--- config.mk ---
export PLATFORM = sky130hd
export DESIGN_NAME = sample_feeder
export DESIGN_NICKNAME = d
export VERILOG_FILES = /design/src/rtl/sample_feeder.sv
export SDC_FILE = /design/constraint.sdc
export NUM_CORES = 1
export LEC_CHECK = 0
export CAP_MARGIN = 20
export CORE_MARGIN = 2
export CORE_UTILIZATION = 60
export CTS_CLUSTER_DIAMETER = 40
export DETAILED_ROUTE_END_ITERATION = 8
export PLACE_DENSITY_LB_ADDON = 0.12
export SYNTH_ARGS = -nofsm -noshare
export SYNTH_HDL_FRONTEND = slang
export SYNTH_SLANG_ARGS = --single-unit
export TNS_END_PERCENT = 5
--- constraint.sdc ---
create_clock -name clk -period 4.1 [get_ports clk]
set_input_delay 0.82 -clock clk [delete_from_list [all_inputs] [get_ports clk]]
set_output_delay 0.82 -clock clk [all_outputs]
set_load 0.02 [all_outputs]
--- src/rtl/sample_feeder.sv ---
// sample_feeder: per-channel input FIFOs that answer resampler pop requests.
//
// Each channel has a circular FIFO of 2**DEPTH_LOG2 x 24-bit samples. Upstream
// samples are tagged with a channel index and written when that channel's
// FIFO is not full. Each cycle pop_i[c] is high returns one sample on slice c
// of data_o, with ack_o[c] high one cycle later. A pop that finds its FIFO
// empty still acks, returns the underrun sample, and sets underrun_o[c].
//
// Build option: SAMPLE_FEEDER_HOLD_EN
//   defined   - the underrun sample repeats the last sample delivered on
//               that channel (0 if none since reset)
//   undefined - the underrun sample is zero
//
// Ports:
//   clk             system clock
//   rst             asynchronous active-low reset (release synchronised here)
//   in_data_i       upstream 24-bit sample
//   in_ch_i         channel tag for in_data_i
//   in_valid_i      upstream sample valid
//   in_ready_o      FIFO selected by in_ch_i is not full (1 for an unused tag)
//   pop_i           per-channel sample request, one per cycle high
//   data_o          channel c on bits [24c+23:24c], held between acks
//   ack_o           per-channel one-cycle strobe qualifying the data_o slice
//   underrun_o      sticky per-channel underrun flag
//   underrun_clr_i  synchronous clear of all underrun_o bits
module sample_feeder #(
  parameter int NUM_CH      = 2,
  parameter int NUM_CH_LOG2 = 1,
  parameter int DEPTH_LOG2  = 3
) (
  input  logic                   clk,
  input  logic                   rst,
  input  logic [23:0]            in_data_i,
  input  logic [NUM_CH_LOG2-1:0] in_ch_i,
  input  logic                   in_valid_i,
  output logic                   in_ready_o,
  input  logic [NUM_CH-1:0]      pop_i,
  output logic [24*NUM_CH-1:0]   data_o,
  output logic [NUM_CH-1:0]      ack_o,
  output logic [NUM_CH-1:0]      underrun_o,
  input  logic                   underrun_clr_i
);

  localparam int DEPTH = 2**DEPTH_LOG2;
  localparam int PW    = DEPTH_LOG2 + 1;

  // Reset asserts asynchronously and releases two clock edges later, so
  // every register below leaves reset on the same edge.
  logic r_rst_meta;
  logic r_rst_sync;

  always_ff @(posedge clk or negedge rst) begin
    if (!rst) begin
      r_rst_meta <= 1'b0;
      r_rst_sync <= 1'b0;
    end else begin
      r_rst_meta <= 1'b1;
      r_rst_sync <= r_rst_meta;
    end
  end

  logic [NUM_CH-1:0] w_full;
  logic [NUM_CH-1:0] w_empty;
  logic              w_sel_full;

  // A tag with no matching channel leaves w_sel_full at 0, so such samples
  // are accepted and dropped.
  always_comb begin
    w_sel_full = 1'b0;
    for (int c = 0; c < NUM_CH; c++) begin
      if (in_ch_i == NUM_CH_LOG2'(c)) w_sel_full = w_full[c];
    end
  end

  assign in_ready_o = !w_sel_full;

  for (genvar g = 0; g < NUM_CH; g++) begin : g_ch
    logic [23:0]   r_mem [DEPTH];
    logic [PW-1:0] r_wptr;
    logic [PW-1:0] r_rptr;
    logic [23:0]   r_data;
    logic          r_ack;
    logic          r_urun;
    logic          w_wr_en;
    logic          w_rd_en;
    logic [23:0]   w_urun_data;

    assign w_full[g]  = (r_wptr[PW-1] != r_rptr[PW-1]) &&
                        (r_wptr[PW-2:0] == r_rptr[PW-2:0]);
    assign w_empty[g] = (r_wptr == r_rptr);

    // Both enables use flags from the start of the cycle: a same-cycle pop
    // does not make room for a write, and a same-cycle write is not bypassed
    // to a pop.
    assign w_wr_en = in_valid_i && (in_ch_i == NUM_CH_LOG2'(g)) && !w_full[g];
    assign w_rd_en = pop_i[g] && !w_empty[g];

`ifdef SAMPLE_FEEDER_HOLD_EN
    // r_data only changes on acks, so it already is the last delivered sample.
    assign w_urun_data = r_data;
`else
    assign w_urun_data = 24'h000000;
`endif

    always_ff @(posedge clk) begin
      if (w_wr_en) r_mem[r_wptr[PW-2:0]] <= in_data_i;
    end

    always_ff @(posedge clk or negedge r_rst_sync) begin
      if (!r_rst_sync) begin
        r_wptr <= '0;
        r_rptr <= '0;
        r_data <= '0;
        r_ack  <= 1'b0;
        r_urun <= 1'b0;
      end else begin
        r_ack <= pop_i[g];
        if (w_wr_en) r_wptr <= r_wptr + PW'(1);
        if (w_rd_en) begin
          r_data <= r_mem[r_rptr[PW-2:0]];
          r_rptr <= r_rptr + PW'(1);
        end else if (pop_i[g]) begin
          r_data <= w_urun_data;
        end
        // A new underrun wins over a coincident clear.
        r_urun <= (pop_i[g] && w_empty[g]) || (r_urun && !underrun_clr_i);
      end
    end

    assign data_o[24*g +: 24] = r_data;
    assign ack_o[g]           = r_ack;
    assign underrun_o[g]      = r_urun;
  end

endmodule

; ---- Yosys cells after proc, flatten, opt, wreduce, memory -nomap -nowiden
; Memory sizes are Yosys's and may differ from the RTL's.
; Index checks and enable logic that the tools add are counted.
[op_classes]
reduce_logical = 22
n_bitwise = 1
mux = 9
eq_ne = 6
add_sub_neg = 4
[ops]
columns = op, n
row1 = 2-to-1 mux 24 bit, 4
row2 = "adder 4 x 1 -> 4 bit, second input constant", 4
row3 = logical AND 1 bit, 12
row4 = == test 4 bit, 2
row5 = == test 3 bit, 2
row6 = logical NOT 1 bit, 6
row7 = 2-to-1 mux 1 bit, 5
row8 = nonzero test 2 bit, 2
row9 = logical OR 1 bit, 2
row10 = != test 1 bit, 2
row11 = NOT 1 bit, 1
[totals]
input_bits = 31
ff_bits = 70
mem_count = 2
wordCells = 56
mem_bits_rw = 384
[mem_list]
columns = name, words, width, rd, rd_clocked_by_memory_dff, wr, line_no
row1 = g_ch[0].r_mem, 8, 24, 1, 0, 1, 78  ; logic [23:0] r_mem [DEPTH];
row2 = g_ch[1].r_mem, 8, 24, 1, 0, 1, 78

; ---- Depth between registers and ports, before layout
; Gate-level depths: netlist (run 1).
[depth]
ltp_word = 6
ltp_mapped = 6
depth_no_buf = 4

; ---- Least setup slack after synthesis (run 1)
; OpenSTA, ideal clock, no wires.
[synth_path]
path_type = input-to-reg
start = input port in_ch_i
end = memory g_ch[0].r_mem[0][0] (enable)
path_buffers = 0
slack_ns = 0.605
required_time_ns = 3.665
setup_ns = 0.435
cell_stages = 4
arrival_time_ns = 3.060
path_cell_list = nand2b_1 a41oi_2 nand2b_1 nor3_1
[synth_between]
elab_chain_len = 5
[synth_rtl]
columns = element, line_no
row1 = from (decl), 34  ; input logic [NUM_CH_LOG2-1:0] in_ch_i,
row2 = NOT 1 bit, 95  ; assign w_wr_en = in_valid_i && (in_ch_i == NUM_CH_LOG2'(g)) && !w_full[g];
row3 = logical AND 1 bit (2 in series), 95
row4 = 2-to-1 mux 1 bit, 106  ; if (w_wr_en) r_mem[r_wptr[PW-2:0]] <= in_data_i;
row5 = 2-to-1 mux 1 bit (implied by the code), 106
row6 = to (decl), 78
; Every way passes these cells.

; ---- Worst setup path in the final report (run 1)
[layout_path]
start = register g_ch[0].r_wptr[0]
end = output port in_ready_o
[layout_between]
elab_chain_len = 4
[layout_rtl]
columns = element, line_no
row1 = from (decl), 79  ; logic [PW-1:0] r_wptr;
row2 = from (signal assigned), 118  ; if (w_wr_en) r_wptr <= r_wptr + PW'(1);
row3 = == test 3 bit, 89  ; (r_wptr[PW-2:0] == r_rptr[PW-2:0]);
row4 = logical AND 1 bit, 88  ; assign w_full[g] = (r_wptr[PW-1] != r_rptr[PW-1]) &&
row5 = 2-to-1 mux 1 bit, 71  ; if (in_ch_i == NUM_CH_LOG2'(c)) w_sel_full = w_full[c];
row6 = logical NOT 1 bit, 75  ; assign in_ready_o = !w_sel_full;
row7 = to (decl), 36  ; output logic in_ready_o,
; Every way passes these cells.

==> results.toml, run 1 <==
[status]
outcome = "finished clean"

[synthesis]
ys_top_cells_by_area = "edfxtp_1 (67%), mux4_2 (13%), dfrtp_1 (10%)"
synth_seq_cells = 454
synth_ff_type = "edfxtp_1"
async_reset_ff_share_pct = 15.4
syn-num-nets = 814
synth_edf_count = 384
netlist_instances = 779
seq_area_frac_synth_pct = 77.1
syn_area_mm2 = 0.0172
yosys_warnings = 0
netlist_top_cells_count = "edfxtp_1 (384), mux4_2 (96), dfrtp_1 (70)"
synth_top_area_share_pct = 66.9
yosys.area.top_type = "edfxtp_1"
syn_area_per_cell_um2 = 22.1
synth.distinct_cells = 31
synth.most_common_cell = "edfxtp_1"

[sta]
fin_crit_sh_pct = 79.1
finalSetupTns_ns = 0
setup_viol_count_final = 0
holdWs_ns = 0.351
fin_crit_ns = 3.24
rsz0062_at_grt = "false"
finalClockSkew_ns = 0.0236
finalHoldViolations = 0
fmax_ghz = 0.308
worst_pin_slew_ns = 0.996
maxSlewViolCount = 0
slew_headroom_pct = 33.6

[clock_tree]
insertion_delay_ns = 0.55
path_clk_slew_ns = 0.06
clkSinkCount = 454
cts_tree = "done"
cts_setup_buffers = 0
cts_hold_buf = 0
cts_resized = 0
numCtsBuffers = 49
ctsHtreeMaxLevel = 2
cts-root-buf = "clkbuf_16"
clockBufferDepth = 3

[cells_and_area]
postLayoutCellArea_mm2 = 0.0202
areaGrowthSynthToFinish_pct = 17.1
fin_cells = 1316
multi_input_comb_area_mm2 = 0.00367
drive_above_1_share_pct = 23.6
nets = 926
register_area_mm2 = 0.0133
diodes = 0
nFillCells = 1722

[worst_hold_path]
min_path_cells = 0
min-delay-start = "r_rst_meta"
min_path_type = "flop to flop"
hold_end = "r_rst_sync"

[grt]
grt_max_degree = 69
grt.overflow.total = 0
grt_antenna_before_repair = 0
grt_pass1_wl_um = 52200
gr-usage-all-layers_pct = 23.2
grt_pass1_vias = 8466

[worst_setup_path]
rr_endpoint = "g_ch[1].r_data[23]"
worst_r2r_path_depth = 4
worst-path-max-fanout = 9
critical_path_arrival_ns = 2.42
rrSetupSlack_ns = 1.77
crit_required_ns = 3.28
crit_type = "flop to primary output"
end_kind = "primary output"
worstReg2RegStart = "g_ch[1].r_rptr[1]"
crit_path_start_kind = "flop"

[placed_design]
dp.cells = 1223
gp_congestion = 0.756
placed_area_mm2 = 0.0185
dp_hpwl_um = 20100
io_buffers = 83

[route]
wl_um = 33800
drcViolationCount = 0
num_vias = 8075
wl_per_cell_um = 25.7
viasPerCell = 6.14
ant_nets = 0
first_pass_iters = 5
drtIter0Drc = 745

[floorplanning]
fp.coreArea_mm2 = 0.0285
dieWidth_um = 173
die_h_um = 173
start_util_pct = 60.5
pin_count = 84
num_rows = 62
dieArea_mm2 = 0.0301

[power]
p_leak_nw = 6.79
ir_worst_vdd_v = 0.000435
power_density_mw_per_mm2 = 720

[job]
cap_violations = 0
metrics by stage:
stage / setup WS [ns] / utilization, % / power, W
4_1_cts: 0.836 / 70.7 / 0.0147
3_3_place_gp: 1.05 / 64.9 / 0.0102
6_report: 0.858 / 70.8 / 0.0145
2_1_floorplan: 0.605 / - / 0.00892
3_5_place_dp: 1.10 / 64.9 / 0.0103
5_1_grt: 0.714 / 70.8 / 0.0152
per-layer routing:
| metal | part of all wire (%) | track usage (%) |
|---|---|---|
| met1 | 43 | 34.0 |
| met3 | 5.2 | 3.44 |
| met2 | 50 | 37.9 |
| met5 | 0 | 0 |
| met4 | 1.8 | 5.79 |
cell type report:
type | count | area share (%)
inverter | 7 | 0.130
multi-input combinational | 270 | 18.2
tap | 384 | 2.38
clock inverter | 25 | 1.37
clock buffer | 67 | 6.82
timing repair buffer | 109 | 5.19
sequential | 454 | 65.9
worst max path at each step:
stage | start | end | slack (ns) | cells after the start
2_1_floorplan | in_ch_i | g_ch[0].r_mem[0][0] | 0.61 | 4
3_3_place_gp | in_ch_i | in_ready_o | 1.05 | 4
3_5_place_dp | in_ch_i | in_ready_o | 1.10 | 4
4_1_cts | g_ch[0].r_wptr[0] | in_ready_o | 0.84 | 5
5_1_grt | g_ch[0].r_wptr[0] | in_ready_o | 0.71 | 5
6_report | g_ch[0].r_wptr[0] | in_ready_o | 0.86 | 5
kinds of logic (layout without fill, tap and decap cells):
| kind of cell | count (synthesis) | count (layout) | share of synthesized area, % |
|---|---|---|---|
| compound gates | 55 | 55 | 2.87 |
| other cells | 1 | 1 | 0.0218 |
| simple gates | 40 | 40 | 1.10 |
| fa+ha+maj | 4 | 4 | 0.291 |
| mux | 148 | 148 | 15.6 |
| flops | 454 | 454 | 77.1 |
| buf+inv | 55 | 208 | 1.84 |
| xor+xnor | 22 | 22 | 1.12 |
where the power goes:
part           leakage, nW  switching, W  internal, W
registers             4.32      0.000371      0.00569
logic                 1.67       0.00214      0.00193
clock network        0.800       0.00172      0.00268
worst max-delay path, cell delays in order (launching register included):
cell,delay [ns]
dfrtp_1,0.50
xnor2_1,0.40
nand3_1,0.19
nor3_1,0.19
a31oi_1,0.06
clkdlybuf4s50_1,0.55
cells in the final DEF, fill, tap and decap left out, types with 2 or more instances in the layout:
master and instances:
edfxtp_1 384, mux4_2 96, clkdlybuf4s50_1 83, dfrtp_1 65, clkbuf_16 51, mux2i_1 48, o2bb2ai_1 48, buf_4 25
xnor2_1 15, clkbuf_1 12, nor2_2 10, clkinv_1 9, xor2_1 7, nand2_1 7, nand2b_1 7, inv_6 6
inv_1 5, bufinv_16 5, nor3_2 4, nand3_1 4, ha_1 4, clkbuf_8 4, dfrtp_2 4, nand4_1 3
nor2_1 3, clkinv_2 3, a41oi_2 2, a41o_1 2, mux2_2 2, mux2_4 2, clkinvlp_4 2, clkinv_4 2
state kept, by name, indices dropped and copies added, names as in the netlist:
register,cells
r_rst_sync,1
g_ch.r_urun,2
g_ch.r_ack,2
g_ch.r_data,48
g_ch.r_mem,384
r_rst_meta,1
g_ch.r_wptr,8
g_ch.r_rptr,8
No activity file was read; power rests on OpenSTA's default activity.
==> inputs of run 2 (changes only) <==
Clock period 4.1 ns to 3.3 ns, I/O delays scaled along.
==> results.toml, run 2 (synthesis gave the netlist of run 1 again) <==
[worst_setup_path]
worstReg2RegStart = "g_ch[0].r_rptr[1]"
critPathTopFamily = "buffers and inverters"
crit_path_start_kind = "flop"
critical_path_arrival_ns = 2.42
end_kind = "primary output"
crit_type = "flop to primary output"
worst-path-max-fanout = 9
crit_required_ns = 2.64
cp_slowest_cell = "clkdlybuf4s50_1"
worstPathCellList = "xnor2_1 > nand3_1 > nor3_1 > a31oi_1 > clkdlybuf4s50_1"
cp_slowest_stage_delay_ns = 0.56
startpoint = "g_ch[0].r_wptr[0]"
critPathBufInv = 1

[cells_and_area]
diodes = 0
fin_util_pct = 70.7
multi_input_comb_area_mm2 = 0.00368
drive_above_1_share_pct = 24.3
areaGrowthSynthToFinish_pct = 16.9
nFillCells = 1748
largest_register_ffs = 384
register_area_mm2 = 0.0133
nets = 934
final_common_cell = "edfxtp_1"
final_cell_mix = "edfxtp_1 (384), mux4_2 (96), clkdlybuf4s50_1 (83)"
postLayoutCellArea_mm2 = 0.0201

[grt]
gr-usage-all-layers_pct = 22.7
grt_pass1_wl_um = 51200
grt_antenna_before_repair = 0
grt_max_degree = 69
grt_pass1_vias = 8495
grt.overflow.total = 0

[floorplanning]
die_h_um = 173
dieWidth_um = 173
num_rows = 62
dieArea_mm2 = 0.0301
pin_count = 84
fp.coreArea_mm2 = 0.0285
start_util_pct = 60.5

[route]
ant_nets = 0
drcViolationCount = 0
wl_per_cell_um = 24.9
first_pass_iters = 5
wl_um = 33000
drtIter0Drc = 733
viasPerCell = 5.99
num_vias = 7926

[clock_tree]
cts_hold_buf = 0
insertion_delay_ns = 0.55
ctsHtreeMaxLevel = 2
cts-root-buf = "clkbuf_16"
cts_tree = "done"
path_clk_slew_ns = 0.06
numCtsBuffers = 50
clkSinkCount = 454
clockBufferDepth = 3
cts_setup_buffers = 0
cts_resized = 0

[placed_design]
dp_hpwl_um = 20000
placed_area_mm2 = 0.0186
io_buffers = 83
gp_congestion = 0.781

[power]
p_leak_nw = 6.78
p_seq_share_pct = 42.4
total_power_w = 0.0177
p_clk_share_pct = 29.4
power_density_mw_per_mm2 = 880
switching_share_pct = 29.3
power.switching_w = 0.00520
ir_worst_vdd_v = 0.000564
combPwrFrac_pct = 28.1
p_int_w = 0.0125

[sta]
fin_crit_ns = 3.08
fin_crit_sh_pct = 93.3
maxSlewViolCount = 0
rsz0062_at_grt = "false"
finalSetupTns_ns = 0
worst_pin_slew_ns = 0.981
finalClockSkew_ns = 0.0121
slew_headroom_pct = 34.6
setup_viol_count_final = 0
fmax_ghz = 0.325
finalHoldViolations = 0

[job]
cap_violations = 0

[status]
outcome = "finished clean"

[worst_hold_path]
min_path_type = "input port to asynchronous set/reset pin"
run 2: changes by cell type in the layout (fill, tap and decap cells not counted):
cell	change
buf_4	+8
clkinv_4	+4
bufinv_16	-3
clkbuf_8	-3
clkbuf_1	-2
clkinv_2	+2
inv_6	-2
inv_8	+2
buf_16	-1
clkinv_1	+1
clkinvlp_4	+1
nor3_2	-1
nor3_4	+1
run 2: power by group through the flow:
stage          Sequential (W)  Combinational [W]  Clock (W)
6_report              0.00752            0.00499    0.00521
5_1_grt               0.00760            0.00537    0.00556
4_1_cts               0.00752            0.00508    0.00531
3_5_place_dp          0.00762            0.00505          0
3_3_place_gp          0.00757            0.00498          0
2_1_floorplan         0.00781            0.00328          0
run 2: area by class of cell:
class | count | share of cell area [%]
inverters | 7 | 0.131
well taps | 384 | 2.39
multi-input cells | 270 | 18.3
repair buffers | 116 | 5.36
clock buffers | 62 | 6.60
clock inverters | 30 | 1.23
flip-flops and latches | 454 | 66.0
run 2: per-layer routing:
| layer | vias to the layer above | track usage, % | wire (um) |
|---|---|---|---|
| li1 | 3447 | - | - |
| met1 | 4142 | 32.6 | 13800 |
| met2 | 282 | 37.4 | 16400 |
| met3 | 55 | 3.66 | 2100 |
| met4 | 0 | 5.79 | 652 |
| met5 | - | 0 | 0 |
run 2: worst paths after layout:
kind,cells past startpoint,endpoint,slack (ns)
min in group clk,0,r_rst_sync,0.36
hold / removal,1,r_rst_meta,0.26
max in group asynchronous,0,g_ch[0].r_rptr[2],2.13
setup / recovery,5,in_ready_o,0.22
hold reg to reg,0,r_rst_sync,0.36
setup reg to reg,4,g_ch[0].r_data[22],0.97
run 2: metrics by stage:
step                      hold WS, ns  cells  setup slack (ns)
after global routing            0.251   1323            0.0550
after detailed placement        0.335   1231             0.565
after global placement          0.338   1231             0.599
final                           0.265   1323             0.221
after floorplan                 0.331    779           -0.0118
after CTS                       0.249   1323             0.205
==> inputs of run 3 (changes only) <==
Settings changed: CORE_ASPECT_RATIO from default to 1.2.
==> results.toml, run 3 (synthesis gave the netlist of run 1 again) <==
[clock_tree]
clkSinkCount = 454
cts_hold_buf = 0
clockBufferDepth = 3
cts_resized = 0
cts-root-buf = "clkbuf_16"
path_clk_slew_ns = 0.07
insertion_delay_ns = 0.54
cts_tree = "done"
numCtsBuffers = 47
ctsHtreeMaxLevel = 2
cts_setup_buffers = 0

[route]
first_pass_iters = 5
drcViolationCount = 0
num_vias = 7970
drtIter0Drc = 547
viasPerCell = 6.08
wl_per_cell_um = 25.2
ant_nets = 0
wl_um = 33100

[sta]
slew_headroom_pct = 32.5
fmax_ghz = 0.334
setup_viol_count_final = 0
maxSlewViolCount = 0
holdWs_ns = 0.271
rsz0062_at_grt = "false"
fin_crit_sh_pct = 90.8
worst_pin_slew_ns = 1.01
fin_crit_ns = 3.00
finalClockSkew_ns = 0.0247
finalHoldViolations = 0

[worst_setup_path]
crit_path_start_kind = "flop"
end_kind = "primary output"
crit_type = "flop to primary output"
cp_slowest_cell = "clkdlybuf4s50_1"
cp_slowest_stage_delay_ns = 0.55
critical_path_arrival_ns = 2.34
worst-path-max-fanout = 9
critPathBufInv = 1
critPathTopFamily = "buffers and inverters"
crit_required_ns = 2.64
worstPathCellList = "xnor2_1 > nand3_1 > nor3_1 > a31oi_1 > clkdlybuf4s50_1"

[floorplanning]
num_rows = 67
fp.coreArea_mm2 = 0.0281
die_h_um = 190
start_util_pct = 61.3
dieArea_mm2 = 0.0301
dieWidth_um = 159
pin_count = 84

[power]
power_density_mw_per_mm2 = 884
p_leak_nw = 6.77
total_power_w = 0.0178
ir_worst_vdd_v = 0.000796

[status]
outcome = "finished clean"

[cells_and_area]
nets = 928
areaGrowthSynthToFinish_pct = 16.7
final_common_cell = "edfxtp_1"
final_cell_mix = "edfxtp_1 (384), mux4_2 (96), clkdlybuf4s50_1 (83)"
drive_above_1_share_pct = 24.5
diodes = 0
fin_util_pct = 71.6
largest_register_ffs = 384
nFillCells = 1668

[grt]
grt_pass1_wl_um = 50700
gr-usage-all-layers_pct = 23.0
grt_antenna_before_repair = 0
grt_max_degree = 69
grt.overflow.total = 0
grt_pass1_vias = 8697

[worst_hold_path]
min_path_type = "input port to asynchronous set/reset pin"

[placed_design]
io_buffers = 83
gp_congestion = 0.786
dp_hpwl_um = 19100

[job]
cap_violations = 0
==> run 3: cell count changes in the layout (fill, tap and decap cells not counted), sizes merged <==
| cell | delta |
|---|---|
| buf | -3 |
| bufinv | +2 |
| clkbuf | -2 |
| clkinv | -7 |
| clkinvlp | +2 |
==> run 3: cell type report <==
| cell class | count | area [um^2] | area share [%] |
|---|---|---|---|
| Inverter | 7 | 26.3 | 0.131 |
| Clock buffer | 60 | 1300 | 6.45 |
| Sequential cell | 454 | 13300 | 66.1 |
| Multi-Input combinational cell | 270 | 3680 | 18.3 |
| Tap cell | 379 | 474 | 2.36 |
| Clock inverter | 27 | 282 | 1.40 |
| Timing Repair Buffer | 113 | 1060 | 5.25 |
==> run 3: worst register-to-register path, stage by stage, from the launching register on <==
cell       delay, ns
dfrtp_2         0.37
buf_4           0.73
mux4_2          0.72
mux2i_1         0.31
o2bb2ai_1       0.11
==> run 3: metal layers <==
metal  GRT usage (%)  vias to the layer above  part of all wire, %
met2            40.0                      260                   54
met3            3.30                       51                  5.1
met4            6.69                        0                  2.2
met5               0                        -                    0
li1                -                     3437                    -
met1            30.6                     4222                   39
==> run 3: worst paths after layout <==
kind | startpoint | to | slack (ns) | cells after the start
worst max register to register | g_ch[1].r_rptr[1] | g_ch[1].r_data[19] | 0.92 | 4
worst min-delay path | rst | r_rst_sync | 0.27 | 1
worst min register to register | r_rst_meta | r_rst_sync | 0.35 | 0
min in group clk | r_rst_meta | r_rst_sync | 0.35 | 0
max in group asynchronous | r_rst_sync | g_ch[0].r_rptr[2] | 2.11 | 0
worst max-delay path | g_ch[0].r_wptr[0] | in_ready_o | 0.30 | 5
==> run 3: stage by stage <==
stage	std cells	cell area, um^2	TNS, ns	setup WS [ns]
floorplan	779	17200	-0.283	-0.0118
global placement	1223	18500	0	0.608
detailed placement	1223	18500	0	0.526
CTS	1310	20100	0	0.277
global route	1310	20100	0	0.141
finish	1310	20100	0	0.303
==> run 3: report_power, final <==
group	switching (W)	total (W)	internal (W)
Clock	0.00214	0.00527	0.00313
Combinational	0.00259	0.00499	0.00239
Sequential	0.000442	0.00751	0.00707
